[src/rtl/period_timer.sv]
`default_nettype none
// ============================================================================
// Module      : period_timer
// Description : Programmable-period tick generator. Emits a one-cycle strobe
//               (o_valid) at the end of each period and a 50 %-duty square
//               wave (o_toggle) that flips on every strobe. Four periods are
//               chosen at run time via i_sel. Periodic and one-shot modes are
//               supported, along with pause (i_enable=0) and restart
//               (i_start). Period and mode are latched only at latch points
//               (start, IDLE->RUN entry, periodic terminal count), so changes
//               to i_sel/i_mode never disturb a period in progress.
// Revision    : 1.0 - initial release
// ----------------------------------------------------------------------------
// Ports:
//   clk       in   1      system clock, rising edge
//   i_rst     in   1      asynchronous active-low reset
//   i_enable  in   1      count enable; 0 pauses and holds all state
//   i_sel     in   2      period select (sampled at latch points)
//   i_mode    in   1      0 = periodic, 1 = one-shot (sampled at latch points)
//   i_start   in   1      single-cycle restart/arm request
//   o_valid   out  1      one-cycle strobe at period end
//   o_toggle  out  1      inverts on every o_valid
//   o_busy    out  1      high while in RUN
//   o_count   out  CNT_W  current counter value
// ============================================================================
module period_timer #(
    parameter int          CNT_W   = 32,
    parameter int unsigned PERIOD0 = 100_000_000,
    parameter int unsigned PERIOD1 = 50_000_000,
    parameter int unsigned PERIOD2 = 25_000_000,
    parameter int unsigned PERIOD3 = 10_000_000
) (
    input  logic             clk,
    input  logic             i_rst,
    input  logic             i_enable,
    input  logic [1:0]       i_sel,
    input  logic             i_mode,
    input  logic             i_start,
    output logic             o_valid,
    output logic             o_toggle,
    output logic             o_busy,
    output logic [CNT_W-1:0] o_count
);

    // ------------------------------------------------------------------------
    // Elaboration-time parameter sanity checks
    // ------------------------------------------------------------------------
    localparam longint unsigned c_max_val = (64'd1 << CNT_W) - 64'd1;

    generate
        if ((PERIOD0 == 0) || (PERIOD1 == 0) || (PERIOD2 == 0) || (PERIOD3 == 0)) begin : g_zero_period
            $error("period_timer: every PERIODn must be >= 1");
        end
        if ((64'(PERIOD0) > c_max_val) || (64'(PERIOD1) > c_max_val) ||
            (64'(PERIOD2) > c_max_val) || (64'(PERIOD3) > c_max_val)) begin : g_wide_period
            $error("period_timer: every PERIODn must fit in CNT_W bits");
        end
    endgenerate

    localparam logic [CNT_W-1:0] c_p0  = CNT_W'(PERIOD0);
    localparam logic [CNT_W-1:0] c_p1  = CNT_W'(PERIOD1);
    localparam logic [CNT_W-1:0] c_p2  = CNT_W'(PERIOD2);
    localparam logic [CNT_W-1:0] c_p3  = CNT_W'(PERIOD3);
    localparam logic [CNT_W-1:0] c_one = CNT_W'(1);

    typedef enum logic [0:0] {
        S_IDLE = 1'b0,
        S_RUN  = 1'b1
    } state_t;

    state_t           r_state,  w_state_nxt;
    logic [CNT_W-1:0] r_count,  w_count_nxt;
    logic [CNT_W-1:0] r_period, w_period_nxt;
    logic             r_mode,   w_mode_nxt;
    logic             r_valid,  w_valid_nxt;
    logic             r_toggle, w_toggle_nxt;
    logic             r_busy,   w_busy_nxt;

    logic [CNT_W-1:0] w_sel_period;
    logic             w_tc;

    // Period table lookup for the current select value
    always_comb begin
        w_sel_period = c_p0;
        case (i_sel)
            2'b00:   w_sel_period = c_p0;
            2'b01:   w_sel_period = c_p1;
            2'b10:   w_sel_period = c_p2;
            default: w_sel_period = c_p3;
        endcase
    end

    // Terminal count: the last enabled cycle of the latched period.
    // period >= 1 always, so period-1 never underflows.
    assign w_tc = (r_state == S_RUN) && i_enable && (r_count == (r_period - c_one));

    // ------------------------------------------------------------------------
    // Next-state / next-output logic
    // ------------------------------------------------------------------------
    always_comb begin
        w_state_nxt  = r_state;
        w_count_nxt  = r_count;
        w_period_nxt = r_period;
        w_mode_nxt   = r_mode;
        w_valid_nxt  = 1'b0;
        w_toggle_nxt = r_toggle;

        case (r_state)
            S_IDLE: begin
                if (i_start || (i_enable && !i_mode)) begin
                    w_state_nxt  = S_RUN;
                    w_count_nxt  = '0;
                    w_period_nxt = w_sel_period;
                    w_mode_nxt   = i_mode;
                end
            end

            S_RUN: begin
                // The strobe and toggle are produced on terminal count even
                // when a restart lands on the same cycle.
                if (w_tc) begin
                    w_valid_nxt  = 1'b1;
                    w_toggle_nxt = ~r_toggle;
                end

                if (i_start) begin
                    // Restart wins over one-shot completion: stay in RUN.
                    w_count_nxt  = '0;
                    w_period_nxt = w_sel_period;
                    w_mode_nxt   = i_mode;
                end else if (w_tc) begin
                    w_count_nxt = '0;
                    if (r_mode) begin
                        w_state_nxt = S_IDLE;
                    end else begin
                        w_period_nxt = w_sel_period;
                        w_mode_nxt   = i_mode;
                    end
                end else if (i_enable) begin
                    w_count_nxt = r_count + c_one;
                end
            end

            default: begin
                w_state_nxt = S_IDLE;
            end
        endcase

        // Busy is registered from the next state so it changes on the same
        // edge that enters or leaves RUN.
        w_busy_nxt = (w_state_nxt == S_RUN);
    end

    // ------------------------------------------------------------------------
    // State registers
    // ------------------------------------------------------------------------
    always_ff @(posedge clk or negedge i_rst) begin
        if (!i_rst) begin
            r_state  <= S_IDLE;
            r_count  <= '0;
            r_period <= c_p0;
            r_mode   <= 1'b0;
            r_valid  <= 1'b0;
            r_toggle <= 1'b0;
            r_busy   <= 1'b0;
        end else begin
            r_state  <= w_state_nxt;
            r_count  <= w_count_nxt;
            r_period <= w_period_nxt;
            r_mode   <= w_mode_nxt;
            r_valid  <= w_valid_nxt;
            r_toggle <= w_toggle_nxt;
            r_busy   <= w_busy_nxt;
        end
    end

    assign o_valid  = r_valid;
    assign o_toggle = r_toggle;
    assign o_busy   = r_busy;
    assign o_count  = r_count;

endmodule
`default_nettype wire

[config.mk]
export PLATFORM = sky130hd
export DESIGN_NAME = period_timer
export DESIGN_NICKNAME = d
export VERILOG_FILES = /design/src/rtl/period_timer.sv
export SDC_FILE = /design/constraint.sdc
export NUM_CORES = 1
export LEC_CHECK = 0
export ABC_AREA = 0
export CAP_MARGIN = 20
export CORE_MARGIN = 1.5
export CORE_UTILIZATION = 45
export DETAILED_ROUTE_END_ITERATION = 7
export HOLD_SLACK_MARGIN = 0.03
export MAX_ROUTING_LAYER = met4
export PLACE_DENSITY = 0.71
export SLEW_MARGIN = 15
export SYNTH_ARGS = -nofsm -noshare
export SYNTH_HDL_FRONTEND = slang
export SYNTH_SLANG_ARGS = --single-unit
[constraint.sdc]
create_clock -name clk -period 2.9 [get_ports clk]
set_input_delay 0.58 -clock clk [delete_from_list [all_inputs] [get_ports clk]]
set_output_delay 0.58 -clock clk [all_outputs]
set_load 0.05 [all_outputs]
==> qor.yml <==
vias: 2493
dp_hpwl_mm: 4.99
coreArea_sq_um: 6030
r2r-end: "o_count[22]"
ys_async_sr_fraction_pct: 100
worstSetupPathType: "input pin to flip-flop"
finalCritPeriodShare_pct: 95.2
syn-num-nets: 318
cp_data_required_time_ps: 3090
cp.arrival_ps: 2950
vdd.ir_drop.worst_v: 0.000231
antenna_found_initial: 0
drive_gt1_share_pct: 15.8
cts_buffer_depth: 2
setup_tns_ps: 0
powerDensity_nw_per_um2: 390
maxSlewHeadroom_pct: 58.2
yosysSeqAreaShare_pct: 39.5
drt_pass1_iterations: 4
area_growth_pct: 23.2
routedWlPerCell_um: 15.6
avgSynthCellArea_sq_um: 9.28
cp-end-kind: "flip-flop"
hold_buffers: 0
place_ws_ps: -189
gp_congestion: 0.915
setup_viol: 0
dieArea_sq_um: 6860
first_iter_violations: 267
grt_max_degree: 46
wirelength_mm: 6.77
path_max_fanout: 12
synth_cell_type_count: 55
hold_path.class: "input pin to async pin"
skew_ps: 7.43
min_period_ps: 2760
grt_overflow: 0
syn_inst: 309
yosys_warnings: 0
diodes: 0
layout.nets: 368
clock_latency_ps: 290
netlist_area_sq_um: 2870
grt_pass1_wl_mm: 11.7
cts_tree: "done"
clock_sinks: 45
viasPerCell: 5.73
reg2regPathDepth: 10
critPathLaunchType: "input pin"
cts_buffers: 5
row_count: 28
r2r_setup_slack_ps: 190
grt_use_total_pct: 21.1
total_power_mw: 1.38
synth_seq_cells: 45
die_w_um: 82.8
antenna_left: 0
setup_slack_ps: 139
p_leak_nw: 1.41
holdWs_ps: 156
cts_root_buffer: "clkbuf_8"
fill_cells: 542
max_cap_violations: 0
synth_edf_count: 0
initial_core_util_pct: 47.6
drv_slew: 0
finalHoldViolCount: 0
tightest_slew_ps: 625
path_clk_slew_ps: 90
fmax_ghz: 0.362
die_h_um: 82.8
portBuffers: 41
rr_startpoint: "r_period[11]"
io-pin-count: 42
grt_pass1_vias: 2361
synth_flop_cell: "dfrtp_1"
outcome: "complete, no violations"
drc_errors: 0
htreeDepth: 2
## layer usage
metal / global-route usage (%) / vias to the layer above / share of wire (%)
li1: - / 1187 / -
met1: 29.9 / 1220 / 46
met2: 32.0 / 76 / 48
met3: 3.38 / 10 / 4.6
met4: 5.15 / 0 / 1.3
met5: - / - / 0
## critical path, stage by stage
cell and delay (ps):
clkdlybuf4s50_1 480, or3b_2 480, nor4_2 200, nand3_1 170, a2111oi_4 390, nand4_4 140
a21oi_2 210, buf_4 230, nor2_1 70
## through the flow
step / cell area [sq um] / util, % / cells
floorplan: 2870 / - / 309
finish: 3530 / 58.6 / 435
global placement: 3400 / 56.4 / 425
detailed placement: 3400 / 56.4 / 425
CTS: 3480 / 57.8 / 433
global route: 3530 / 58.6 / 435
## flip-flops by register name, indices dropped and copies added (netlist names)
| signal | count |
|---|---|
| o_busy | 1 |
| r_mode | 1 |
| o_toggle | 1 |
| r_period | 9 |
| o_valid | 1 |
| o_count | 32 |
## layout by cell type, fill, tap and decap left out, drive strengths merged, types with 2 or more instances in the layout
cell type	synthesis	routed
a2111oi	2	2
a21o	2	2
a21oi	6	6
a31oi	3	3
and3	7	7
and4	3	3
buf	8	17
clkbuf	6	7
clkdlybuf4s50	0	40
dfrtp	41	41
dfstp	4	4
ha	2	2
inv	13	13
mux2	5	5
mux2i	6	6
nand2	24	24
nand2b	3	3
nand3	22	22
nand3b	2	2
nand4	14	14
nor2	38	38
nor2b	7	7
nor3	8	8
nor4	7	7
nor4b	2	2
o21ai	8	8
o311ai	3	3
or2	2	2
or3	3	3
or4	3	3
xnor2	17	17
xor2	27	27
## area by class of cell
type	instances	area [sq um]	share of cell area, %
sequential	45	1130	32.1
tap	75	93.8	2.66
multi-input combinational	237	1620	45.9
timing repair buffer	57	551	15.6
clock inverter	1	7.51	0.213
clock buffer	7	76.3	2.16
inverter	13	48.8	1.38
## timing repair
item	CTS	global route
setup buffers	0	1
hold endpoints to repair	0	0
resized for setup	0	4
endpoints found under the setup margin	0	43
## cell families after synthesis
logic type / after synthesis / synth area share (%)
AOI/OAI and AO/OA: 31 / 8.12
xor gates and xnor gates: 44 / 13.4
adders and majority gates: 2 / 0.873
buffers and inverters: 27 / 4.63
DFF: 45 / 39.5
muxes: 11 / 4.06
and+or+nand+nor: 149 / 29.4
## worst max path at each step
stage                   endpoint    startpoint
global route        r_period[25]  r_period[11]
CTS                 r_period[25]  r_period[11]
finish               o_count[22]      i_enable
global placement     o_count[26]      i_enable
floorplan            o_count[14]   o_count[28]
detailed placement   o_count[22]      i_enable
## report_power, final
part / total (mW) / internal (mW) / switching (mW)
registers: 0.707 / 0.657 / 0.0505
clock network: 0.383 / 0.171 / 0.212
logic: 0.287 / 0.126 / 0.160
total: 1.38 / 0.954 / 0.423
## cells in the mapped netlist (all sizes together), types with 7 or more instances
cell type,number,area share [%]
nor2b,7,1.5
dfrtp,41,36
and3,7,1.5
nor2,38,5.8
nand3,22,3.8
nand4,14,3.6
nand2,24,3.1
nor4,7,2.3
nor3,8,1.4
o21ai,8,1.4
xor2,27,8.2
xnor2,17,5.2
buf,8,2.1
inv,13,1.7
No activity file was read; power rests on OpenSTA's default activity.
